`src/rtl/onchip_ram_arbiter_pkg.sv`:
```
// onchip_ram_arbiter_pkg: default widths and master-id type shared by the arbiter files
package onchip_ram_arbiter_pkg;
  localparam int DEF_ADDR_W = 15;
  localparam int DEF_DATA_W = 32;
  localparam int DEF_BE_W   = DEF_DATA_W / 8;
  typedef enum logic {M0 = 1'b0, M1 = 1'b1} master_id_t;
endpackage

```
`src/rtl/onchip_ram_arbiter_rr_arb2.sv`:
```
// rr_arb2: two-input round-robin grant; ports clk, reset, req[1:0] in, grant[1:0] out (one-hot or zero)
module rr_arb2
  import onchip_ram_arbiter_pkg::*;
(
  input  logic       clk,
  input  logic       reset,
  input  logic [1:0] req,
  output logic [1:0] grant
);
  master_id_t last_grant_q, last_grant_d;
  always_comb begin
    grant = (&req) ? ((last_grant_q == M1) ? 2'b01 : 2'b10) : req;
    last_grant_d = grant[1] ? M1 : grant[0] ? M0 : last_grant_q;
  end
  always_ff @(posedge clk) begin
    if (reset) last_grant_q <= M1;
    else       last_grant_q <= last_grant_d;
  end
endmodule

```
`src/rtl/onchip_ram_arbiter.sv`:
```
// onchip_ram_arbiter: shares one single-port RAM between two Avalon-MM masters; ports m0_*/m1_* slaves, ram_* RAM side
module onchip_ram_arbiter
  import onchip_ram_arbiter_pkg::*;
#(
  parameter int ADDR_W = DEF_ADDR_W,
  parameter int DATA_W = DEF_DATA_W,
  parameter int BE_W   = DEF_BE_W
) (
  input  logic              clk,
  input  logic              reset,
  input  logic [ADDR_W-1:0] m0_address,
  input  logic [BE_W-1:0]   m0_byteenable,
  input  logic              m0_read,
  input  logic              m0_write,
  input  logic [DATA_W-1:0] m0_writedata,
  output logic              m0_waitrequest,
  output logic [DATA_W-1:0] m0_readdata,
  output logic              m0_readdatavalid,
  input  logic [ADDR_W-1:0] m1_address,
  input  logic [BE_W-1:0]   m1_byteenable,
  input  logic              m1_read,
  input  logic              m1_write,
  input  logic [DATA_W-1:0] m1_writedata,
  output logic              m1_waitrequest,
  output logic [DATA_W-1:0] m1_readdata,
  output logic              m1_readdatavalid,
  output logic [ADDR_W-1:0] ram_address,
  output logic [BE_W-1:0]   ram_byteenable,
  output logic              ram_chipselect,
  output logic              ram_write,
  output logic              ram_debugaccess,
  output logic [DATA_W-1:0] ram_writedata,
  output logic              ram_clken,
  input  logic [DATA_W-1:0] ram_readdata
);
  logic [1:0] req, grant;
  logic       rd_pend_q, rd_pend_d;
  master_id_t rd_owner_q, rd_owner_d;
  // requests seen during reset are never granted
  assign req = {m1_read | m1_write, m0_read | m0_write} & {2{~reset}};
  rr_arb2 u_arb (.clk(clk), .reset(reset), .req(req), .grant(grant));
  always_comb begin
    m0_waitrequest   = reset | ((m0_read | m0_write) & ~grant[0]);
    m1_waitrequest   = reset | ((m1_read | m1_write) & ~grant[1]);
    ram_address      = grant[1] ? m1_address : m0_address;
    ram_byteenable   = grant[1] ? m1_byteenable : m0_byteenable;
    ram_writedata    = grant[1] ? m1_writedata : m0_writedata;
    ram_chipselect   = |grant;
    // write takes priority when a master raises read and write together
    ram_write        = grant[1] ? m1_write : (grant[0] & m0_write);
    ram_debugaccess  = ram_write;
    ram_clken        = 1'b1;
    rd_pend_d        = ram_chipselect & ~ram_write;
    rd_owner_d       = grant[1] ? M1 : M0;
    // a read in flight when reset rises is dropped, not returned
    m0_readdatavalid = rd_pend_q & ~reset & (rd_owner_q == M0);
    m1_readdatavalid = rd_pend_q & ~reset & (rd_owner_q == M1);
    m0_readdata      = ram_readdata;
    m1_readdata      = ram_readdata;
  end
  always_ff @(posedge clk) begin
    if (reset) begin
      rd_pend_q  <= 1'b0;
      rd_owner_q <= M0;
    end else begin
      rd_pend_q  <= rd_pend_d;
      rd_owner_q <= rd_owner_d;
    end
  end
endmodule

```
`config.mk`:
```
export PLATFORM = sky130hd
export DESIGN_NAME = onchip_ram_arbiter
export DESIGN_NICKNAME = d
export VERILOG_FILES = /design/src/rtl/onchip_ram_arbiter_pkg.sv /design/src/rtl/onchip_ram_arbiter_rr_arb2.sv /design/src/rtl/onchip_ram_arbiter.sv
export SDC_FILE = /design/constraint.sdc
export NUM_CORES = 1
export LEC_CHECK = 0
export CAP_MARGIN = 5
export CORE_AREA = 2 2 103 105
export DETAILED_ROUTE_END_ITERATION = 16
export DIE_AREA = 0 0 105 107
export PLACE_DENSITY = 0.68
export SETUP_SLACK_MARGIN = 0.1
export SLEW_MARGIN = 20
export SYNTH_ARGS = -nofsm -noshare
export SYNTH_HDL_FRONTEND = slang
export SYNTH_SLANG_ARGS = --single-unit
export TNS_END_PERCENT = 100
```
`constraint.sdc`:
```
create_clock -name clk -period 2.9 [get_ports clk]
set_input_delay 0.435 -clock clk [delete_from_list [all_inputs] [get_ports clk]]
set_output_delay 0.435 -clock clk [all_outputs]
set_load 0.005 [all_outputs]
```
==> summary.md <==
| Metric | Value |
|---|---|
| Async S/R FF share, synth | `0%` |
| Peak supply drop | `0.107 mV` |
| Top-count cell post-synth | `buf_4` |
| Final Max Tran Viols | `0` |
| Vias | `~1.4k` |
| Fin util | `27.9%` |
| Startpoint Class | `primary input` |
| Global-route wire length before repair | `8.02 mm` |
| Max clock buf depth | `2` |
| Worst-skew pair later-pin latency | `220 ps` |
| Mapped cell area | `1310 um2` |
| Critical path class | `primary input to output port` |
| Die extent in y | `roughly 110 um` |
| # DRC | `0` |
| Aggregate negative setup slack | `0 ps` |
| Syn nets | `between 200 and 300` |
| GRT Total Usage | `9.26%` |
| Via count of the first global-routing pass | `1497` |
| H-tree levels | `1` |
| Share of layout cells above drive strength 1 | `between 20% and 30%` |
| DIE AREA | `11200 um2` |
| I/O pins | `approximately 260` |
| Row Count | `37` |
| Worst Skew | `1.14 ps` |
| Grt ovf | `0` |
| DP Area | `~2600 um2` |
| Worst hold path type | `primary input to register` |
| Tmin final | `2620 ps` |
| Post-synthesis to final-layout area growth | `116%` |
| Filler Cell Count | `1113` |
| GP Congestion | `0.740` |
| Post-synth top cells | `buf_4 (66), mux2_2 (48), buf_6 (5), dfxtp_1 (3), mux2_1 (3)` |
| CTS tree | `done` |
| Synth top area cells | `mux2_2 (41%), buf_4 (38%), dfxtp_1 (4.6%)` |
| Sink Count | `3` |
| Die width | `approximately 110 um` |
| #FFs+latches synth | `3` |
| Register-to-register setup slack | `1570 ps` |
| Total power | `593 uW` |
| Final hold violation count | `0` |
| Port Buffers | `roughly 170` |
| Crit path capture | `ram_writedata[30]` |
| Dpl hpwl | `approximately 4.7 mm` |
| Final setup fails | `0` |
| Cell accounting for the most synthesized area | `mux2_2` |
| DR iter-0 viols | `38` |
| Part of the Yosys area used for sequential elements | `4.60%` |
| Clock buffer count from CTS | `3` |
| R2R depth | `6` |
| Unrepaired setup endpoints after global routing | `false` |
| Status | `complete, no violations` |
| Worst Setup SP | `m0_read` |
| Post-Syn Instances | `144` |
| Leak | `0.00117 uW` |
| Max FO, Critical Path | `9` |
| Unique masters post-synth | `18` |
| Reg clk slew, reported paths | `30 ps` |
| Drt wl/cell | `about 15 um` |
| P per Cell Area | `roughly 210 nW/um2` |
| DRT antenna net count | `0` |
| CP Data Required Time | `roughly 2500 ps` |
| NumNets Final | `a little under 400` |
| Starting Density | `12.9%` |
| Post-synth EDFFs | `0` |
| Post-Layout Inst Area | `between 2000 and 3000 um2` |
| Initial antenna violation count | `0` |
| Max Freq | `approximately 0.38 GHz` |
| Tcrit/Tclk final | `about nine tenths` |
| Syn Area/Cell | `9.06 um2` |
| Crit end category | `output port` |
| Core Region | `between 10000 and 15000 um2` |
| Syn. warnings | `0` |
| CTS root buf | `clkbuf_8` |
| Drt first pass iters | `6` |
| R2r startpoint | `u_arb.last_grant_q` |
| Critical path arrival | `2180 ps` |
| Largest net degree at the start of global routing | `22` |
| Via density | `approximately 3.6` |
| N_diodes | `0` |
| Top FF cell, synth | `dfxtp_1` |
| Worst flop-to-flop path endpoint | `rd_owner_q` |
| Hold_ws | `699 ps` |
| Number of max-cap violations | `0` |
| Final WL | `5.90 mm` |
| Share of the synthesized area in the top cell type | `41.4%` |
-- critical path, stage by stage --
cell	delay (ps)
dlymetal6s2s_1	150
o21a_1	210
nor3_4	200
buf_6	150
buf_16	130
buf_12	130
mux2_2	320
clkdlybuf4s50_1	440
-- metal layers --
metal / vias up / part of all wire [%] / global-route usage (%)
met5: - / 0 / 0
met4: 0 / 1.4 / 2.38
met3: 14 / 16 / 6.20
met2: 136 / 49 / 15.9
met1: 613 / 33 / 9.20
li1: 644 / - / -
-- repair_timing --
item,CTS,global route
gates resized for setup,8,23
hold buffers,0,0
cloned,1,1
buffers inserted,2,2
endpoints found under the setup margin,51,45
-- cell families (layout without fill, tap and decap cells) --
logic type	Yosys count	after routing	share of synthesized area [%]
mux	51	51	44.0
simple gates	9	9	4.70
flops	3	3	4.60
compound gates	7	7	3.55
buf+inv	73	181	42.9
other cells	1	1	0.287
-- worst min path at each step --
| stage | startpoint | end | depth (start not counted) | slack, ps |
|---|---|---|---|---|
| final | m1_read | u_arb.last_grant_q | 3 | 700 |
| after global routing | reset | rd_pend_q | 3 | 730 |
| after CTS | u_arb.last_grant_q | u_arb.last_grant_q | 2 | 690 |
| after detailed placement | u_arb.last_grant_q | u_arb.last_grant_q | 2 | 680 |
| after global placement | u_arb.last_grant_q | u_arb.last_grant_q | 2 | 620 |
| after floorplan | u_arb.last_grant_q | u_arb.last_grant_q | 2 | 550 |
-- cells in the final DEF (no fill, tap or decap), types with 2 or more instances in the layout --
cell type	Yosys	layout
clkdlybuf4s50_1	0	142
nor3_1	2	2
inv_1	2	2
mux2_2	48	49
dlygate4sd2_1	0	6
dfxtp_1	3	3
dlymetal6s2s_1	0	17
buf_4	66	3
buf_6	5	2
clkbuf_8	0	3
a21oi_1	2	2
mux2_1	3	2
buf_12	0	3
nor3b_1	2	2
o31ai_1	2	2
-- report_power, final --
part           internal (uW)  switching [uW]  leakage, uW
sequential              45.0            2.45    0.0000250
clock                   93.6            26.6    0.0000228
combinational            311             114      0.00112
-- state kept, by name, summed over array words and instances, names as in the netlist --
register and count:
rd_owner_q 1, rd_pend_q 1, u_arb.last_grant_q 1
-- metrics by stage --
| step | std cells | worst slack, ps |
|---|---|---|
| CTS | 385 | 15.6 |
| detailed placement | 378 | -17.0 |
| global placement | 378 | 41.9 |
| global route | 388 | 212 |
| floorplan | 144 | 956 |
| finish | 388 | 281 |
-- final cells by class --
class | count | area, um2 | share of cell area (%)
clock buffer | 4 | 45.0 | 1.60
timing repair buffer | 175 | 1840 | 65.5
tap | 136 | 170 | 6.04
multi-input combinational | 68 | 688 | 24.4
sequential | 3 | 60.1 | 2.13
inverter | 2 | 7.51 | 0.267
Note: power is estimated with default switching activity, not from simulation.
